## src/rtl/rate_tick_scheduler.sv

```systemverilog
// rate_tick_scheduler: turns a millisecond period selection into a periodic
// sample strobe, sequences the sampler through a req/ack handshake, applies
// rate changes only at period boundaries and keeps a saturating overrun count.
module rate_tick_scheduler #(
  parameter int CLK_PER_MS = 4000,
  parameter int OVR_W      = 8
) (
  input  logic             clk,
  input  logic             reset,
  input  logic             enable,
  input  logic [23:0]      rate_ms,
  input  logic             sample_ack,
  input  logic             clear_ovr,
  output logic             period_tick,
  output logic             sample_req,
  output logic [23:0]      active_rate,
  output logic             rate_upd,
  output logic             overrun_flag,
  output logic [OVR_W-1:0] overrun_cnt,
  output logic             busy
);

  localparam int MS_W = (CLK_PER_MS > 1) ? $clog2(CLK_PER_MS) : 1;
  localparam logic [MS_W-1:0] MS_LAST = MS_W'(CLK_PER_MS - 1);

  typedef enum logic {IDLE, RUN} state_t;

  state_t          state;
  logic [MS_W-1:0] ms_cnt;
  logic [23:0]     per_cnt;
  logic [23:0]     eff_rate;
  logic            ms_end;
  logic            terminal;
  logic            overrun;

  // Saturating increment for the overrun counter: holds at all-ones.
  function automatic logic [OVR_W-1:0] sat_inc(input logic [OVR_W-1:0] v);
    return (&v) ? v : v + OVR_W'(1);
  endfunction

  // A zero request is treated as the shortest legal period of 1 ms.
  assign eff_rate = (rate_ms == 24'd0) ? 24'd1 : rate_ms;
  assign ms_end   = (ms_cnt == MS_LAST);
  // Dropping enable on the boundary edge suppresses the tick entirely.
  assign terminal = (state == RUN) && enable && ms_end &&
                    (per_cnt == active_rate - 24'd1);
  assign overrun  = terminal && sample_req && !sample_ack;

  // Control FSM, period counters, handshake and overrun bookkeeping.
  always_ff @(posedge clk) begin
    if (reset) begin
      state        <= IDLE;
      ms_cnt       <= '0;
      per_cnt      <= '0;
      active_rate  <= 24'd1;
      period_tick  <= 1'b0;
      sample_req   <= 1'b0;
      rate_upd     <= 1'b0;
      overrun_flag <= 1'b0;
      overrun_cnt  <= '0;
      busy         <= 1'b0;
    end else begin
      period_tick <= 1'b0;
      rate_upd    <= 1'b0;

      // A clear landing on an overrun edge still records that overrun.
      if (overrun) begin
        overrun_flag <= 1'b1;
        overrun_cnt  <= clear_ovr ? OVR_W'(1) : sat_inc(overrun_cnt);
      end else if (clear_ovr) begin
        overrun_flag <= 1'b0;
        overrun_cnt  <= '0;
      end

      case (state)
        IDLE: begin
          ms_cnt     <= '0;
          per_cnt    <= '0;
          sample_req <= 1'b0;
          if (enable) begin
            state       <= RUN;
            busy        <= 1'b1;
            active_rate <= eff_rate;
            rate_upd    <= (eff_rate != active_rate);
          end
        end
        RUN: begin
          if (!enable) begin
            state      <= IDLE;
            busy       <= 1'b0;
            ms_cnt     <= '0;
            per_cnt    <= '0;
            sample_req <= 1'b0;
          end else begin
            ms_cnt <= ms_end ? '0 : ms_cnt + MS_W'(1);
            if (ms_end)
              per_cnt <= terminal ? 24'd0 : per_cnt + 24'd1;
            // New period starts on the boundary edge itself; the rate
            // sampled here governs the whole of the next period.
            if (terminal) begin
              period_tick <= 1'b1;
              sample_req  <= 1'b1;
              active_rate <= eff_rate;
              rate_upd    <= (eff_rate != active_rate);
            end else if (sample_ack) begin
              sample_req <= 1'b0;
            end
          end
        end
        default: state <= IDLE;
      endcase
    end
  end

endmodule
```

## config.mk

```make
export PLATFORM = sky130hd
export DESIGN_NAME = rate_tick_scheduler
export DESIGN_NICKNAME = d
export VERILOG_FILES = /design/src/rtl/rate_tick_scheduler.sv
export SDC_FILE = /design/constraint.sdc
export NUM_CORES = 1
export LEC_CHECK = 0
export BUFFER_PORTS_ARGS = -buffer_cell sky130_fd_sc_hd__buf_4
export CORE_MARGIN = 10
export CORE_UTILIZATION = 55
export CTS_BUF_LIST = sky130_fd_sc_hd__clkbuf_4
export DETAILED_ROUTE_END_ITERATION = 8
export HOLD_SLACK_MARGIN = 0.1
export PLACE_DENSITY = 0.79
export SLEW_MARGIN = 20
export SYNTH_ARGS = -nofsm -noshare
export SYNTH_HDL_FRONTEND = slang
export SYNTH_SLANG_ARGS = --single-unit
```

## constraint.sdc

```tcl
create_clock -name clk -period 5.56 [get_ports clk]
set_input_delay 1.112 -clock clk [delete_from_list [all_inputs] [get_ports clk]]
set_output_delay 1.112 -clock clk [all_outputs]
set_load 0.005 [all_outputs]
```

* Word-level counts from Yosys, hierarchy flattened
Index checks and enable logic that the tools add are counted.
Word-level totals: register bits 74, bits in latches 0, RAM bits 0, bits in read-only memories 0, input port bits 29, output and inout bits 37, word-level logic and storage cells 70, memories 0
Cells by class: add/sub/neg operators 4, $mul 0, div/mod/pow operators 0, order comparisons 0, equality and inequality tests 10, shift-type cells 0, mux-type cells 31, bitwise gates (word level) 2, reduce and logical (&&, ||, !) cells 13
Operators by type and width (count):
- 24-bit two-way mux | 7
- 24-bit one-hot mux with 2 select lines | 2
- 8-bit two-way mux | 4
- 24-bit by 1-bit adder with 24-bit output (second input constant) | 1
- 24-bit == test | 1
- 24-bit zero test | 1
- 12-bit two-way mux | 2
- 24-bit != test | 1
- 12-bit one-hot mux with 2 select lines | 1
- 24-bit by 1-bit subtractor with 24-bit output (second input constant) | 1
- 12-bit by 1-bit adder with 12-bit output (second input constant) | 1
- 12-bit == test (second input constant) | 1
- 1-bit two-way mux | 12
- 8-bit by 1-bit adder with 8-bit output (second input constant) | 1
- 2-bit != test (second input constant) | 4
- 8-bit AND reduction | 1
- 1-bit one-hot mux with 2 select lines | 3
- 1-bit logical AND | 5
- 4-bit by 3-bit != test with 1-bit output (second input constant) | 1
- 2-bit AND reduction | 2
- 3-bit by 2-bit != test with 1-bit output (second input constant) | 1
- 3-bit AND reduction | 1
- 3-bit OR reduction | 1
- 2-bit by 1-bit != test with 1-bit output (second input constant) | 1
- 3 further kinds | 4

* Logic depth before layout (Yosys ltp)
Gate-level depths: netlist of the first run.
word-level depth 7, depth in mapped cells 14, gate-level depth less buffers 10

* Worst setup path after synthesis of the first run
No wires, ideal clock.
kind register -> register, start point register active_rate[0], end point register period_tick, data arrival time 2992 ps, slack 2495 ps, stages on the path, launching flop included 12, buffers on the path 2, path through dfxtp_1 buf_6 inv_1 ha_1 clkbuf_2 or3b_2 o21ai_0 a31o_2 or3b_1 or4_1 or4_1 nor3b_2
Between the ends: word-level cells in the longest chain between the ends 4
Ends and longest elaborated chain:
- start: declaration | RTL line 16 | output logic [23:0] active_rate,
- start signal: assignment | RTL line 83 | active_rate <= eff_rate;
- start signal: assignment | RTL line 103 | active_rate <= eff_rate;
- 24-bit by 1-bit subtractor with 24-bit output | RTL line 46 | (per_cnt == active_rate - 24'd1);
- 24-bit == test | RTL line 46
- 1-bit logical AND | RTL line 45 | assign terminal = (state == RUN) && enable && ms_end &&
- 1-bit two-way mux | RTL line 100 | if (terminal) begin
- end signal: assignment | RTL line 56 | period_tick <= 1'b0;
- end signal: assignment | RTL line 63 | period_tick <= 1'b0;
- end signal: assignment | RTL line 101 | period_tick <= 1'b1;
- end: declaration | RTL line 14 | output logic period_tick,
No other way between the ends. A chain may end at the register's enable or synchronous reset.

* Final worst setup path of the first run
start point register active_rate[0], end point register per_cnt[11]
Between the ends: word-level cells in the longest chain between the ends 7
Ends and longest elaborated chain:
- 24-bit by 1-bit subtractor with 24-bit output | RTL line 46
- 24-bit == test | RTL line 46
- 1-bit logical AND | RTL line 45
- 24-bit two-way mux | RTL line 97 | per_cnt <= terminal ? 24'd0 : per_cnt + 24'd1;
- 24-bit two-way mux | RTL line 96 | if (ms_end)
- 24-bit two-way mux | RTL line 88 | if (!enable) begin
- 24-bit one-hot mux with 2 select lines | RTL line 75 | case (state)
- end signal: assignment | RTL line 97
- end: declaration | RTL line 30 | logic [23:0] per_cnt;
No other way between the ends. The select of a mux whose other input is x is not followed.

==> metrics.csv, run 1 <==
stage,metric,value,unit
status,status,finished clean,
synth,synth-compound-area-share,0.193,
clocking,root_buffer,clkbuf_4,
synth,syn_area,5370,um^2
clocking,cts_tree,built,
clocking,holdBufCountCts,0,
global_route,antenna_found_initial,0,
power,peakVddDrop,0.0832,mV
final_layout,fin_nets,736,
clocking,clk_latency,0.43,ns
die,num_io_pins,66,
sta,fin_skew,0.0219,ns
synth,yosys.area_share.adder,0.0140,
synth,synth_edf_count,0,
die,placeableCoreArea,9640,um^2
clocking,ctsResizeCount,0,
worst_hold_path,min_path_type,register to register,
routing,vias,5488,
global_route,grt_pass1_vias,5000,
synth,synthMuxAreaShare,0.00746,
final_layout,layout-drive-gt1-share,0.153,
clocking,h-tree-depth,3,
sta,worst_slew_pin_slew,0.755,ns
clocking,post_cts_buffers,0,
clocking,cts.sinks,74,
synth,synth-xor-area-share,0.109,
sta,period_minus_slack,3.54,ns
sta,maxSlewHeadroom,0.497,
global_route,grt_pass1_wl,24900,um
setup_path,cpPeakStageDelay,0.58,ns
synth,syn-num-nets,725,
synth,yosys_warnings,0,
routing,drt_wl_total,15200,um
synth,synth-seq-cells,74,
routing,drt-wirelength-per-cell,18.1,um
sta,setup_viol_count_final,0,
routing,detail_route.vias_per_cell,6.54,
setup_path,critPathTopFamily,compound AO/OA/AOI/OAI gates,
sta,finalHoldViolCount,0,
die,initial_core_util,0.557,
synth,syn_area_per_cell,7.78,um^2
routing,drt-pass1-iter-count,5,
synth,yosys.area_share.simple,0.335,
sta,timing.hold.ws,0.468,ns
power,p_leak,2.05,nW
die,die_w,119,um
die,die-area,14100,um^2
setup_path,path_class,register to register,
sta,timing.fmax,0.283,GHz
synth,ys_seq_area_frac,0.276,
place,gp_congestion,0.947,
setup_path,cp-end-kind,register,
die,placementRows,36,
setup_path,cp_max_fo,23,
synth,synth_top_family_by_area,simple AND/OR/NAND/NOR gates,
place,dp_hpwl,11100,um
final_layout,diodes,0,
setup_path,crit_chain,"inv_1, ha_1, nor4b_1, nand4_1, a2111oi_0, o22ai_1, a2111oi_4, a21boi_1, buf_4, nand2_1, o311ai_0",
routing,ant_nets,0,
die,die_y,119,um
synth,synthCells,690,
setup_path,required,5.85,ns
final_layout,areaGrowthSynthToFinish,10.0,%
setup_path,crit_buf_inv,2,
global_route,grt.total_usage,0.207,
synth,synth_flop_cell,dfxtp_1,
setup_path,start_kind,register,
clocking,cts_buffer_depth,2,
run,maxCapViolCount,0,
sta,tns,0,ns
global_route,grt-ovfl-total,0,
power,pwr_density_cell,197,nW/um^2
sta,fin_crit_sh,0.636,
routing,drc,0,
clocking,path_clk_slew,0.13,ns
setup_path,worst_ep_arrival_time,3.83,ns
routing,drt_iter0_drc,556,
sta,report.final.slew_viol_count,0,
sta,rsz0062_at_grt,false,
clocking,cts_made_buffers,9,
synth,async_reset_ff_frac,0,
setup_path,slowest_stage,a2111oi_0,
place,io_buffers,65,
global_route,grt_max_degree,60,
synth,yosys.cell_types.count,74,
==> path summary, 6_finish.rpt <==
| kind | startpoint | end | slack [ns] | depth (start not counted) |
|---|---|---|---|---|
| setup / recovery | active_rate[0] | per_cnt[11] | 2.02 | 11 |
| hold / removal | ms_cnt[0] | ms_cnt[0] | 0.47 | 1 |
| setup reg to reg | active_rate[0] | per_cnt[11] | 2.02 | 11 |
| hold reg to reg | ms_cnt[0] | ms_cnt[0] | 0.47 | 1 |
==> cells in the mapped netlist, types with 20 or more instances <==
master / count / area, um^2
xor2_1: 38 / 333
o311ai_0: 28 / 245
xnor2_1: 26 / 228
nand2b_1: 26 / 163
dfxtp_1: 74 / 1480
o21ai_0: 20 / 100
nor2_1: 43 / 161
a31oi_1: 31 / 194
nand3_1: 23 / 115
nand4_1: 48 / 300
nor3_1: 38 / 190
clkbuf_1: 51 / 191
nand2_1: 48 / 180
==> through the flow <==
step / total power (W) / util / area, um^2 / instances / worst slack, ns
2_1_floorplan: 0.000742 / - / 5370 / 690 / 2.49
3_3_place_gp: 0.000816 / 0.598 / 5760 / 823 / 2.14
3_5_place_dp: 0.000820 / 0.598 / 5760 / 823 / 2.08
4_1_cts: 0.00117 / 0.613 / 5910 / 839 / 2.04
5_1_grt: 0.00122 / 0.613 / 5910 / 839 / 1.62
6_report: 0.00116 / 0.613 / 5910 / 839 / 2.02
==> kinds of logic (layout without fill, tap and decap cells) <==
| logic type | count (synthesis) | after routing |
|---|---|---|
| muxes | 4 | 4 |
| and+or+nand+nor | 318 | 318 |
| buffers and inverters | 84 | 100 |
| xor gates and xnor gates | 65 | 65 |
| AOI/OAI and AO/OA | 139 | 139 |
| adders and majority gates | 6 | 6 |
| DFF | 74 | 74 |
==> flip-flops by register name, indices dropped and copies added, names as in the netlist <==
signal,cells
per_cnt,24
state,1
overrun_cnt,8
sample_req,1
ms_cnt,12
rate_upd,1
busy,1
period_tick,1
active_rate,24
overrun_flag,1
==> layer usage <==
metal / share of wire / vias to the layer above / routed length, um / GRT usage
met4: 0.021 / 0 / 313 / 0.0802
met1: 0.45 / 2606 / 6910 / 0.278
li1: - / 2611 / - / -
met2: 0.46 / 243 / 6980 / 0.329
met5: 0 / - / 0 / 0
met3: 0.066 / 28 / 1010 / 0.0283
==> cells in the final DEF (no fill, tap or decap), types with 11 or more instances in the layout <==
cell type  count
a31oi_1       31
xnor2_1       26
nand3_1       23
dfxtp_1       74
nor2_1        43
o21ai_0       20
nor3_1        38
inv_1         12
a21oi_1       12
nor4_1        19
o311ai_0      28
buf_4         71
nand2b_1      26
or3_1         11
nand4_1       48
xor2_1        38
nand2_1       48
==> final cells by class <==
| type | count | area [um^2] |
|---|---|---|
| timing repair buffer | 71 | 533 |
| clock buffer | 9 | 67.6 |
| tap | 133 | 166 |
| multi-input combinational | 532 | 3530 |
| inverter | 13 | 48.8 |
| clock inverter | 7 | 75.1 |
| sequential | 74 | 1480 |
| fill | 898 | 3730 |
==> power breakdown <==
part / internal [W] / switching, W / total (W)
clock network: 0.000139 / 0.000209 / 0.000348
registers: 0.000544 / 0.0000395 / 0.000583
logic: 0.000103 / 0.000127 / 0.000231
total: 0.000786 / 0.000376 / 0.00116
(Power assumes the default switching activity.)
==> run 2, diff against run 1 <==
Settings changed: PLACE_DENSITY 0.79 to 0.82.
Clock period 5.56 ns to 3.25 ns, I/O delays scaled along.
==> run 2 against run 1 <==
Effect of this change: global-route usage rose by 1.5 points; register-to-register slack got worse by 1.9 ns; sequential share of layout area fell by 1.2 points; critical path type unchanged; clock skew fell by 0.0042 ns; highest routed layer unchanged; power rose by 81%; non-clock buffer count rose by 32.
==> metrics.csv, run 2 (synthesized netlist as in run 1, its figures left out) <==
stage,metric,value,unit,change
place,io_buffers,65,,unchanged
final_layout,postLayoutCoreUtil,0.643,,was 0.613
final_layout,fin_nets,768,,was 736
routing,detail_route.vias_per_cell,6.53,,was 6.54
routing,drc,0,,unchanged
routing,drt-pass1-iter-count,5,,unchanged
setup_path,path_class,register to register,,unchanged
power,p_leak,2.23,nW,was 2.05 nW
final_layout,final_common_cell,buf_4,,was dfxtp_1
sta,finalHoldViolCount,0,,unchanged
clocking,cts_made_buffers,9,,unchanged
die,placeableCoreArea,9640,um^2,unchanged
setup_path,cpPeakStageDelay,0.59,ns,was 0.58 ns
setup_path,slowest_stage,or4_4,,was a2111oi_0
clocking,cts.sinks,74,,unchanged
run,maxCapViolCount,0,,unchanged
global_route,grt_pass1_vias,5309,,was 5000
setup_path,critPathMostFrequentCell,or4_4,,
sta,fin_skew,0.0177,ns,was 0.0219 ns
die,die-area,14100,um^2,unchanged
routing,ant_nets,0,,unchanged
clocking,cts_buffer_depth,2,,unchanged
place,dp_hpwl,11900,um,was 11100 um
global_route,grt_pass1_wl,26700,um,was 24900 um
die,initial_core_util,0.557,,unchanged
routing,drt_iter0_drc,567,,was 556
clocking,path_clk_slew,0.13,ns,about the same
final_layout,layout-drive-gt1-share,0.195,,was 0.153
sta,timing.fmax,0.320,GHz,was 0.283 GHz
final_layout,final_area,6200,um^2,was 5910 um^2
status,status,finished clean,,unchanged
routing,vias,5687,,was 5488
routing,drt_wl_total,16200,um,was 15200 um
die,placementRows,36,,unchanged
final_layout,layout_common_cells,"buf_4 (102), dfxtp_1 (74), nand4_1 (48)",,"was dfxtp_1 (74), buf_4 (71), nand4_1 (48), nand2_1 (48), nor2_1 (43)"
sta,fin_crit_sh,0.963,,was 0.636
sta,period_minus_slack,3.13,ns,was 3.54 ns
die,die_w,119,um,unchanged
setup_path,worst_ep_arrival_time,3.48,ns,was 3.83 ns
final_layout,fillers,874,,was 898
power,pwr-share-comb,0.226,,was 0.198
global_route,grt.total_usage,0.222,,was 0.207
die,num_io_pins,66,,unchanged
worst_hold_path,min_path_type,register to register,,unchanged
power,power_frac_clock,0.315,,was 0.300
setup_path,cp_max_fo,8,,was 23
setup_path,crit_chain,"buf_4, or4_4, a2111oi_4, nor3_1, or3b_1, or4_1, or4_4, nor3b_2",,"was inv_1, ha_1, nor4b_1, nand4_1, a2111oi_0, o22ai_1, a2111oi_4, a21boi_1, buf_4, nand2_1, o311ai_0"
power,pwr-share-seq,0.459,,was 0.502
power,switching_share,0.312,,was 0.323
sta,worst_slew_pin_slew,0.770,ns,was 0.755 ns
power,peakVddDrop,0.276,mV,was 0.0832 mV
final_layout,diodes,0,,unchanged
clocking,cts_tree,built,,unchanged
clocking,root_buffer,clkbuf_4,,unchanged
routing,drt-wirelength-per-cell,18.6,um,was 18.1 um
sta,report.final.slew_viol_count,0,,unchanged
power,pwr_density_cell,340,nW/um^2,was 197 nW/um^2
die,die_y,119,um,unchanged
global_route,antenna_found_initial,0,,unchanged
clocking,h-tree-depth,3,,unchanged
global_route,grt_max_degree,59,,was 60
place,dpl_cell_area,6020,um^2,was 5760 um^2
place,gp_congestion,0.961,,was 0.947
final_layout,areaGrowthSynthToFinish,15.4,%,was 10.0%
clocking,clk_latency,0.43,ns,about the same
sta,maxSlewHeadroom,0.487,,was 0.497
power,p_switching,0.000657,W,was 0.000376 W
setup_path,start_kind,register,,unchanged
power,p_int,0.00145,W,was 0.000786 W
global_route,grt-ovfl-total,0,,unchanged
setup_path,critPathTopFamily,simple AND/OR/NAND/NOR gates,,was compound AO/OA/AOI/OAI gates
setup_path,cp-end-kind,register,,unchanged
final_layout,reg_top3,"active_rate x24, per_cnt x24, ms_cnt x12",,unchanged
setup_path,crit_buf_inv,1,,was 2
sta,setup_viol_count_final,0,,unchanged
setup_path,required,3.60,ns,was 5.85 ns
## run 2: metal layers
metal  GRT usage  vias up  part of all wire
met2       0.368      268              0.48
met5           0        -                 0
met4      0.0725        0             0.020
li1            -     2663                 -
met3      0.0383       37             0.072
met1       0.287     2719              0.43
## run 2: worst register-to-register path, cell delays in order, from the launching register on
cell and delay, ns:
dfxtp_1 0.33, buf_4 0.17, or4_4 0.59, a2111oi_4 0.33
nor3_1 0.12, or3b_1 0.38, or4_1 0.41, or4_4 0.55
nor3b_2 0.18
## run 2: metrics by stage
step | hold slack, ns | power (W) | std cells | setup TNS (ns) | setup slack (ns)
after global routing | 0.507 | 0.00220 | 871 | -0.00252 | -0.00252
after detailed placement | 0.442 | 0.00144 | 855 | 0 | 0.173
after floorplan | 0.418 | 0.00127 | 690 | 0 | 0.185
after CTS | 0.473 | 0.00210 | 871 | 0 | 0.124
after global placement | 0.429 | 0.00143 | 855 | 0 | 0.154
final | 0.463 | 0.00211 | 871 | 0 | 0.122
## run 2: path summary, 6_finish.rpt
check | from | end | slack [ns] | cells past startpoint
setup / recovery | active_rate[0] | period_tick | 0.12 | 8
hold / removal | ms_cnt[0] | ms_cnt[0] | 0.46 | 1
setup reg to reg | active_rate[0] | period_tick | 0.12 | 8
hold reg to reg | ms_cnt[0] | ms_cnt[0] | 0.46 | 1
## run 2: layout make-up
type	count	area, um^2	area share
sequential	74	1480	0.239
inverter	13	48.8	0.00787
clock inverter	7	92.6	0.0149
multi-input combinational	532	3560	0.574
clock buffer	9	67.6	0.0109
timing repair buffer	103	786	0.127
tap	133	166	0.0268
## run 2: what timing repair did
item                                    4_1_cts  5_1_grt
endpoints found under the setup margin        0       34
setup buffers                                 0        0
hold buffers                                  0        0
hold endpoints to repair                      0        0
gates resized for setup                       0        9
## run 2: power groups by stage
stage	combinational, W	sequential (W)	clock (W)
finish	0.000476	0.000967	0.000663
CTS	0.000463	0.000965	0.000672
global route	0.000515	0.000971	0.000712
global placement	0.000449	0.000984	0
detailed placement	0.000460	0.000985	0
floorplan	0.000301	0.000968	0
